[src/rtl/vga_text_arbiter_if.sv]
// Requester-side bundle for the text RAM arbiter: two req/ack ports plus the shared read result.
interface vga_text_arbiter_if #(
  parameter int ADDR_W = 14,
  parameter int DATA_W = 7
);
  logic              req0;
  logic              we0;
  logic [ADDR_W-1:0] addr0;
  logic [DATA_W-1:0] wdata0;
  logic              ack0;
  logic              req1;
  logic              we1;
  logic [ADDR_W-1:0] addr1;
  logic [DATA_W-1:0] wdata1;
  logic              ack1;
  logic [DATA_W-1:0] rdata;

  modport master (
    output req0, we0, addr0, wdata0,
    output req1, we1, addr1, wdata1,
    input  ack0, ack1, rdata
  );

  modport slave (
    input  req0, we0, addr0, wdata0,
    input  req1, we1, addr1, wdata1,
    output ack0, ack1, rdata
  );
endinterface

[src/rtl/vga_text_arbiter.sv]
// Round-robin arbiter sharing the single VGA text RAM port between the CPU path (port 0)
// and the glyph mover (port 1), with address range checking and read-latency wait.
//
// state  | meaning
// IDLE   | sample requests, grant one, drive RAM address/write for the grantee
// ISSUE  | RAM access cycle (mem_we high for an in-range write)
// RDWAIT | count down RD_LAT cycles, capture mem_rdata on the last one
// ACK    | one-cycle ack pulse to the granted port, then back to IDLE
module vga_text_arbiter #(
  parameter int ADDR_W   = 14,
  parameter int DATA_W   = 7,
  parameter int MAX_ADDR = 2400,
  parameter int RD_LAT   = 1
) (
  input  logic              clk,
  input  logic              reset,
  vga_text_arbiter_if.slave bus,
  output logic              mem_we,
  output logic [ADDR_W-1:0] mem_addr,
  output logic [DATA_W-1:0] mem_wdata,
  input  logic [DATA_W-1:0] mem_rdata
);

  typedef enum logic [1:0] {IDLE, ISSUE, RDWAIT, ACK} state_t;

  localparam logic [ADDR_W-1:0] LIMIT = ADDR_W'(MAX_ADDR);
  localparam logic [1:0]        LAT   = 2'(RD_LAT);

  state_t            state;
  logic              sel;
  logic              last;
  logic              t_we;
  logic              t_ok;
  logic [1:0]        cnt;
  logic              ack0_q;
  logic              ack1_q;
  logic [DATA_W-1:0] rdata_q;

  logic              any_req;
  logic              g_sel;
  logic              g_we;
  logic [ADDR_W-1:0] g_addr;
  logic [DATA_W-1:0] g_wdata;
  logic              g_ok;

  // On a tie the port that was not served last wins.
  always_comb begin
    any_req = bus.req0 | bus.req1;
    g_sel   = (bus.req0 && bus.req1) ? ~last : bus.req1;
    g_we    = g_sel ? bus.we1    : bus.we0;
    g_addr  = g_sel ? bus.addr1  : bus.addr0;
    g_wdata = g_sel ? bus.wdata1 : bus.wdata0;
    g_ok    = (g_addr < LIMIT);
  end

  always_ff @(posedge clk or negedge reset) begin
    if (!reset) begin
      state     <= IDLE;
      sel       <= 1'b0;
      last      <= 1'b1;
      t_we      <= 1'b0;
      t_ok      <= 1'b0;
      cnt       <= '0;
      ack0_q    <= 1'b0;
      ack1_q    <= 1'b0;
      rdata_q   <= '0;
      mem_we    <= 1'b0;
      mem_addr  <= '0;
      mem_wdata <= '0;
    end else begin
      case (state)
        IDLE: begin
          ack0_q <= 1'b0;
          ack1_q <= 1'b0;
          mem_we <= 1'b0;
          if (any_req) begin
            sel       <= g_sel;
            last      <= g_sel;
            t_we      <= g_we;
            t_ok      <= g_ok;
            // Out-of-range accesses park the RAM at address 0 with the write dropped.
            mem_addr  <= g_ok ? g_addr : '0;
            mem_we    <= g_we & g_ok;
            mem_wdata <= g_wdata;
            state     <= ISSUE;
          end
        end
        ISSUE: begin
          mem_we <= 1'b0;
          if (t_we) begin
            ack0_q <= ~sel;
            ack1_q <= sel;
            state  <= ACK;
          end else begin
            cnt   <= LAT;
            state <= RDWAIT;
          end
        end
        RDWAIT: begin
          if (cnt == 2'd1) begin
            rdata_q <= t_ok ? mem_rdata : '0;
            ack0_q  <= ~sel;
            ack1_q  <= sel;
            state   <= ACK;
          end else begin
            cnt <= cnt - 2'd1;
          end
        end
        ACK: begin
          ack0_q <= 1'b0;
          ack1_q <= 1'b0;
          state  <= IDLE;
        end
        default: state <= IDLE;
      endcase
    end
  end

  assign bus.ack0  = ack0_q;
  assign bus.ack1  = ack1_q;
  assign bus.rdata = rdata_q;

endmodule

[src/flat_wrapper.sv]
// flat-port wrapper written by rule: the top's interface ports become plain ports
module vga_text_arbiter_flat 
#(
  parameter int ADDR_W   = 14,
  parameter int DATA_W   = 7,
  parameter int MAX_ADDR = 2400,
  parameter int RD_LAT   = 1
)
  (clk, reset, mem_we, mem_addr, mem_wdata, mem_rdata, bus_req0, bus_we0, bus_addr0, bus_wdata0, bus_req1, bus_we1, bus_addr1, bus_wdata1, bus_ack0, bus_ack1, bus_rdata);
  vga_text_arbiter_if #(.ADDR_W(ADDR_W), .DATA_W(DATA_W)) bus_i ();
  input  logic clk;
  input  logic reset;
  output logic mem_we;
  output logic [ADDR_W-1:0] mem_addr;
  output logic [DATA_W-1:0] mem_wdata;
  input  logic [DATA_W-1:0] mem_rdata;
  input wire logic [$bits(bus_i.req0)-1:0] bus_req0;
  input wire logic [$bits(bus_i.we0)-1:0] bus_we0;
  input wire logic [$bits(bus_i.addr0)-1:0] bus_addr0;
  input wire logic [$bits(bus_i.wdata0)-1:0] bus_wdata0;
  input wire logic [$bits(bus_i.req1)-1:0] bus_req1;
  input wire logic [$bits(bus_i.we1)-1:0] bus_we1;
  input wire logic [$bits(bus_i.addr1)-1:0] bus_addr1;
  input wire logic [$bits(bus_i.wdata1)-1:0] bus_wdata1;
  output wire logic [$bits(bus_i.ack0)-1:0] bus_ack0;
  output wire logic [$bits(bus_i.ack1)-1:0] bus_ack1;
  output wire logic [$bits(bus_i.rdata)-1:0] bus_rdata;
  assign bus_i.req0 = bus_req0;
  assign bus_i.we0 = bus_we0;
  assign bus_i.addr0 = bus_addr0;
  assign bus_i.wdata0 = bus_wdata0;
  assign bus_i.req1 = bus_req1;
  assign bus_i.we1 = bus_we1;
  assign bus_i.addr1 = bus_addr1;
  assign bus_i.wdata1 = bus_wdata1;
  assign bus_ack0 = bus_i.ack0;
  assign bus_ack1 = bus_i.ack1;
  assign bus_rdata = bus_i.rdata;
  vga_text_arbiter #(.ADDR_W(ADDR_W), .DATA_W(DATA_W), .MAX_ADDR(MAX_ADDR), .RD_LAT(RD_LAT)) u_core (.clk(clk), .reset(reset), .bus(bus_i), .mem_we(mem_we), .mem_addr(mem_addr), .mem_wdata(mem_wdata), .mem_rdata(mem_rdata));
endmodule
[config.mk]
export PLATFORM = sky130hd
export DESIGN_NAME = vga_text_arbiter_flat
export DESIGN_NICKNAME = d
export VERILOG_FILES = /design/src/rtl/vga_text_arbiter_if.sv /design/src/rtl/vga_text_arbiter.sv /design/src/flat_wrapper.sv
export SDC_FILE = /design/constraint.sdc
export NUM_CORES = 1
export LEC_CHECK = 0
export ABC_AREA = 1
export CAP_MARGIN = 15
export CORE_MARGIN = 2
export CORE_UTILIZATION = 25
export DETAILED_ROUTE_END_ITERATION = 8
export PLACE_DENSITY = 0.64
export SLEW_MARGIN = 20
export SYNTH_ARGS = -nofsm -noshare
export SYNTH_HDL_FRONTEND = slang
export SYNTH_SLANG_ARGS = --single-unit
[constraint.sdc]
create_clock -name clk -period 3.4 [get_ports clk]
set_clock_uncertainty 0.15 [all_clocks]
set_input_delay 0.68 -clock clk [delete_from_list [all_inputs] [get_ports clk]]
set_output_delay 0.68 -clock clk [all_outputs]
set_load 0.05 [all_outputs]
# == After elaboration in Yosys (flattened, before gate mapping) ==
# Index checks and enable logic that the tools add are counted.
# totals
reg_bits,39
word_cells,58
# classes
n_addsub,1
n_lt_le_gt_ge,1
eq_ne,9
mux,21
bitwise,4
reduce_logical,10
# op_table
op,count
14-bit two-way mux,2
14-bit by 12-bit < comparator with 1-bit output (second input constant),1
7-bit two-way mux,2
1-bit two-way mux,8
2-bit two-way mux,4
2-bit one-hot mux with 4 select lines,1
2-bit AND reduction,4
2-bit by 1-bit != test with 1-bit output (second input constant),3
1-bit one-hot mux with 3 select lines,2
2-bit by 1-bit equality test with 1-bit output (second input constant),2
2-bit equality test (second input constant),2
2-bit != test (second input constant),2
2-bit one-hot mux with 2 select lines,1
2-bit nonzero test,2
3-bit AND reduction,1
2-bit zero test,1
1-bit NOT,2
1-bit one-hot mux with 2 select lines,1
2-bit OR reduction,1
2-bit by 1-bit subtractor with 2-bit output (second input constant),1
1-bit AND,1
1-bit logical AND,1
1-bit bitwise OR,1

# == Longest topological paths before layout ==
# depth
ltp_word,7
mapped_depth,12
mapped_depth_nobuf,11

# == Worst setup path after synthesis ==
# OpenSTA, ideal clock, no wires.
# synth_timing
path_type,input -> register
startpoint,input bus_req0
endpoint,register u_core.mem_addr[2]
arrival_time_ns,1.497
t_required_ns,3.132
path_slack_ns,1.635
path_stages,11
n_path_buf,2
path_cell_list,nand2_2 > nand2_2 > buf_6 > nand2_1 > nand2_1 > nand2_1 > nand2_1 > nand2_2 > buf_6 > nand3_1 > nand2_1
# synth_via
elab_chain_len,5
word_cells_on_any_way,7
cone_classes,order compare (1); mux (3); bitwise (1); reduce/logical (2)
# synth_lines
item,line,source
start: declaration,flat_wrapper.sv:17,input wire logic [$bits(bus_i.req0)-1:0] bus_req0;
1-bit logical AND,vga_text_arbiter.sv:49,g_sel = (bus.req0 && bus.req1) ? ~last : bus.req1;
1-bit two-way mux,vga_text_arbiter.sv:49,
14-bit two-way mux,vga_text_arbiter.sv:51,g_addr = g_sel ? bus.addr1 : bus.addr0;
14-bit by 12-bit < comparator with 1-bit output,vga_text_arbiter.sv:53,g_ok = (g_addr < LIMIT);
14-bit two-way mux,vga_text_arbiter.sv:82,mem_addr <= g_ok ? g_addr : '0;
end signal: assignment,vga_text_arbiter.sv:82,
end: declaration,vga_text_arbiter.sv:19,"output logic [ADDR_W-1:0] mem_addr,"
# Several ways; a longest one is shown, not always the timed one.
# A chain may end at the register's enable or synchronous reset.

# == Final worst setup path ==
# layout_timing
startpoint,register u_core.mem_addr[3]
endpoint,output mem_addr[3]
# layout_rtl
item,line,source
end: declaration,flat_wrapper.sv:14,output logic [ADDR_W-1:0] mem_addr;
# No word-level cell between the ends.

==> results_dict.tcl <==
set metrics [dict create \
    reg2reg_to "u_core.mem_we$_DFFE_PN0P_" \
    crit_path_cell_trace "clkdlybuf4s50_1" \
    drive_gt1_share_pct 6.15 \
    grt_usage_pct 13.3 \
    cts_root_buffer "clkbuf_8" \
    core_area_um2 7250 \
    p_comb_share_pct 56.5 \
    vias_per_cell 4.29 \
    drc 0 \
    syn-cell-area_um2 1880 \
    cts_hold_buf 0 \
    seq_power_share_pct 30.2 \
    clock_latency_ns 0.29 \
    yosysWarnings 0 \
    first_pass_iters 4 \
    critical_path_class "flip-flop to primary output" \
    grt.overflow.total 0 \
    rrSetupSlack_ns 1.39 \
    fin_crit_ns 2.32 \
    drt_iter0_markers 125 \
    synth_cells 239 \
    crit_cells 1 \
    syn_to_final_growth_pct 55.2 \
    powerDensity_nw_per_um2 889 \
    period_share_pct 68.3 \
    slew_viol_final 0 \
    min-delay-start "u_core.mem_addr[1]$_DFFE_PN0P_" \
    grt_max_degree 40 \
    fillCellCount 728 \
    fin_util_pct 40.3 \
    critPathBufInv 1 \
    multiInputGateArea_um2 791 \
    relSlewSlack_pct 41.6 \
    cts_buffer_depth 2 \
    cp-start-kind "flip-flop" \
    syn_nets 298 \
    synth_edf_count 0 \
    cp-end-kind "primary output" \
    seq_area_um2 977 \
    power.switching_mw 1.26 \
    synth_compound_area_share_pct 10.5 \
    leakage_nw 1.36 \
    cts_buffers 5 \
    synthMuxAreaShare_pct 0.532 \
    p_clk_share_pct 13.4 \
    die_w_um 90.8 \
    seq_area_frac_synth_pct 51.9 \
    synth-xor-area-share_pct 0 \
    path_max_fanout 2 \
    drt-total-wl_um 5240 \
    yosys-top-cells-area "dfrtp_1, nand2_1, o21ai_0" \
    cts_tree "built" \
    route.vias.total 1818 \
    grt_pass1_wl_um 8860 \
    dieArea_um2 8240 \
    crit_path_max_incr_delay_ns 0.84 \
    cp.arrival_ns 1.49 \
    fmax_mhz 431 \
    synth_top_flop_cell "dfrtp_1" \
    synth_fa_ha_area_share_pct 2.66 \
    sw_frac_of_total_pct 48.7 \
    synth_most_common_cell "nand2_1" \
    synthArstFlopShare_pct 100 \
    gp_congestion 0.754 \
    cpLargestDelayFamily "buffers and inverters" \
    drv_cap 0 \
    status "complete, no violations" \
    rows 31 \
    worstRegToRegCells 8 \
    die_y_um 90.8 \
    critPathCapture "mem_addr[3]" \
    portBuffers 85 \
    setup_viol 0 \
    worst_path_max_delay_cell "clkdlybuf4s50_1" \
    fin_setup_tns_ns 0 \
    setup_ws_ns 1.08 \
    hold_viol_final 0 \
    ios 86 \
    antenna_found_initial 0 \
    tightest_slew_ns 0.876 \
    ys_ff_latch 39 \
    cts.reportedPaths.clkPinSlew_ns 0.08 \
    htreeDepth 2 \
    ir_drop_v 0.000355 \
    syn_area_per_cell_um2 7.87 \
    grt_setup_unrepaired "no" \
    synth_top_family_by_area "simple AND/OR/NAND/NOR gates" \
    cts_resized 0 \
    p_int_mw 1.33 \
    postCtsSetupBuffers 0 \
    diodes 0 \
    required_ns 2.57 \
    min_path_type "flip-flop to flip-flop" \
    grt_pass1_vias 1795 \
    start_util_pct 25.9 \
    clkSinkCount 39 \
    place_ws_ns 0.824 \
    yosysTopAreaCell "dfrtp_1" \
    synthSimpleGateAreaFrac_pct 28.3 \
    final_nets 383 \
    timing.rr.start "u_core.state[0]$_DFFE_PN0P_" \
    routedWlPerCell_um 12.4 \
    yosys-top-cells-count "nand2_1, dfrtp_1, o21ai_0, nand3_1, nor2_1" \
    synth_top_area_share_pct 50.5 \
    dp_hpwl_um 3810 \
    drtAntennaViolNets 0 \
    crit_path_start "u_core.mem_addr[3]$_DFFE_PN0P_" \
    yosys.cell_types.count 21 \
]
==> metrics by stage <==
stage / hold slack (ns) / cell area (um2) / total power, mW / instances
final: 0.330 / 2920 / 2.60 / 424
after floorplan: 0.234 / 1880 / 1.74 / 239
after global placement: 0.306 / 2820 / 2.24 / 416
after detailed placement: 0.314 / 2820 / 2.27 / 416
after CTS: 0.336 / 2920 / 2.63 / 424
after global routing: 0.368 / 2920 / 2.80 / 424
==> cell usage in the layout (no fill, tap or decap) <==
cell type,n
clkdlybuf4s50_1,84
o21ai_1,1
nor2_1,15
mux2i_1,1
nand2_2,4
buf_4,3
o21ai_2,1
inv_1,14
o21ai_0,30
o31ai_1,3
nand3_1,17
a21oi_1,1
buf_2,1
dfrtp_1,38
inv_2,1
ha_1,4
nor2_2,1
dfstp_2,1
clkinvlp_4,1
clkbuf_8,7
o22ai_1,1
nand2_1,96
==> layer usage <==
layer | part of all wire (%) | up-vias | global-route usage (%) | wire length (um)
met5 | 0 | - | 0 | 0
met4 | 1.1 | 0 | 3.85 | 57
met3 | 7.3 | 6 | 4.09 | 382
met2 | 44 | 58 | 20.3 | 2290
met1 | 48 | 825 | 18.3 | 2510
li1 | - | 929 | - | -
==> logic make-up (layout without fill, tap and decap cells) <==
kind of cell | Yosys count | after routing
flip-flops | 39 | 39
AO/OA/AOI/OAI | 37 | 37
multiplexers | 1 | 1
AND/OR/NAND/NOR | 133 | 133
adder cells (fa/ha/maj) | 4 | 4
buffers and inverters | 25 | 111
==> registers in the layout, summed over array words and instances, names as in the netlist <==
signal	cells
u_core.mem_addr	14
u_core.bus.rdata	7
u_core.mem_wdata	7
u_core.cnt	2
u_core.state	2
u_core.bus.ack0	1
u_core.bus.ack1	1
u_core.last	1
u_core.mem_we	1
u_core.sel	1
u_core.t_ok	1
u_core.t_we	1
==> power by group through the flow <==
| stage | clock network, mW | logic [mW] | registers [mW] |
|---|---|---|---|
| finish | 0.347 | 1.47 | 0.783 |
| floorplan | 0 | 0.457 | 1.29 |
| global route | 0.388 | 1.60 | 0.816 |
| detailed placement | 0 | 1.47 | 0.792 |
| CTS | 0.365 | 1.48 | 0.787 |
| global placement | 0 | 1.45 | 0.787 |
==> how the worst min path moves through the flow <==
stage / to / depth (start not counted)
floorplan: u_core.bus.ack0$_DFFE_PN0P_ / 0
global placement: u_core.bus.ack0$_DFFE_PN0P_ / 1
detailed placement: u_core.mem_addr[4]$_DFFE_PN0P_ / 2
CTS: u_core.mem_addr[4]$_DFFE_PN0P_ / 2
global route: u_core.cnt[0]$_DFFE_PN0P_ / 1
finish: u_core.mem_addr[1]$_DFFE_PN0P_ / 2
==> cell type report <==
| class | count | area share [%] |
|---|---|---|
| clock buffer | 7 | 3.30 |
| clock inverter | 1 | 0.257 |
| inverter | 15 | 1.93 |
| multi-input combinational | 175 | 27.1 |
| sequential | 39 | 33.5 |
| tap | 99 | 4.24 |
| timing repair buffer | 88 | 29.7 |
(Power assumes the default switching activity.)
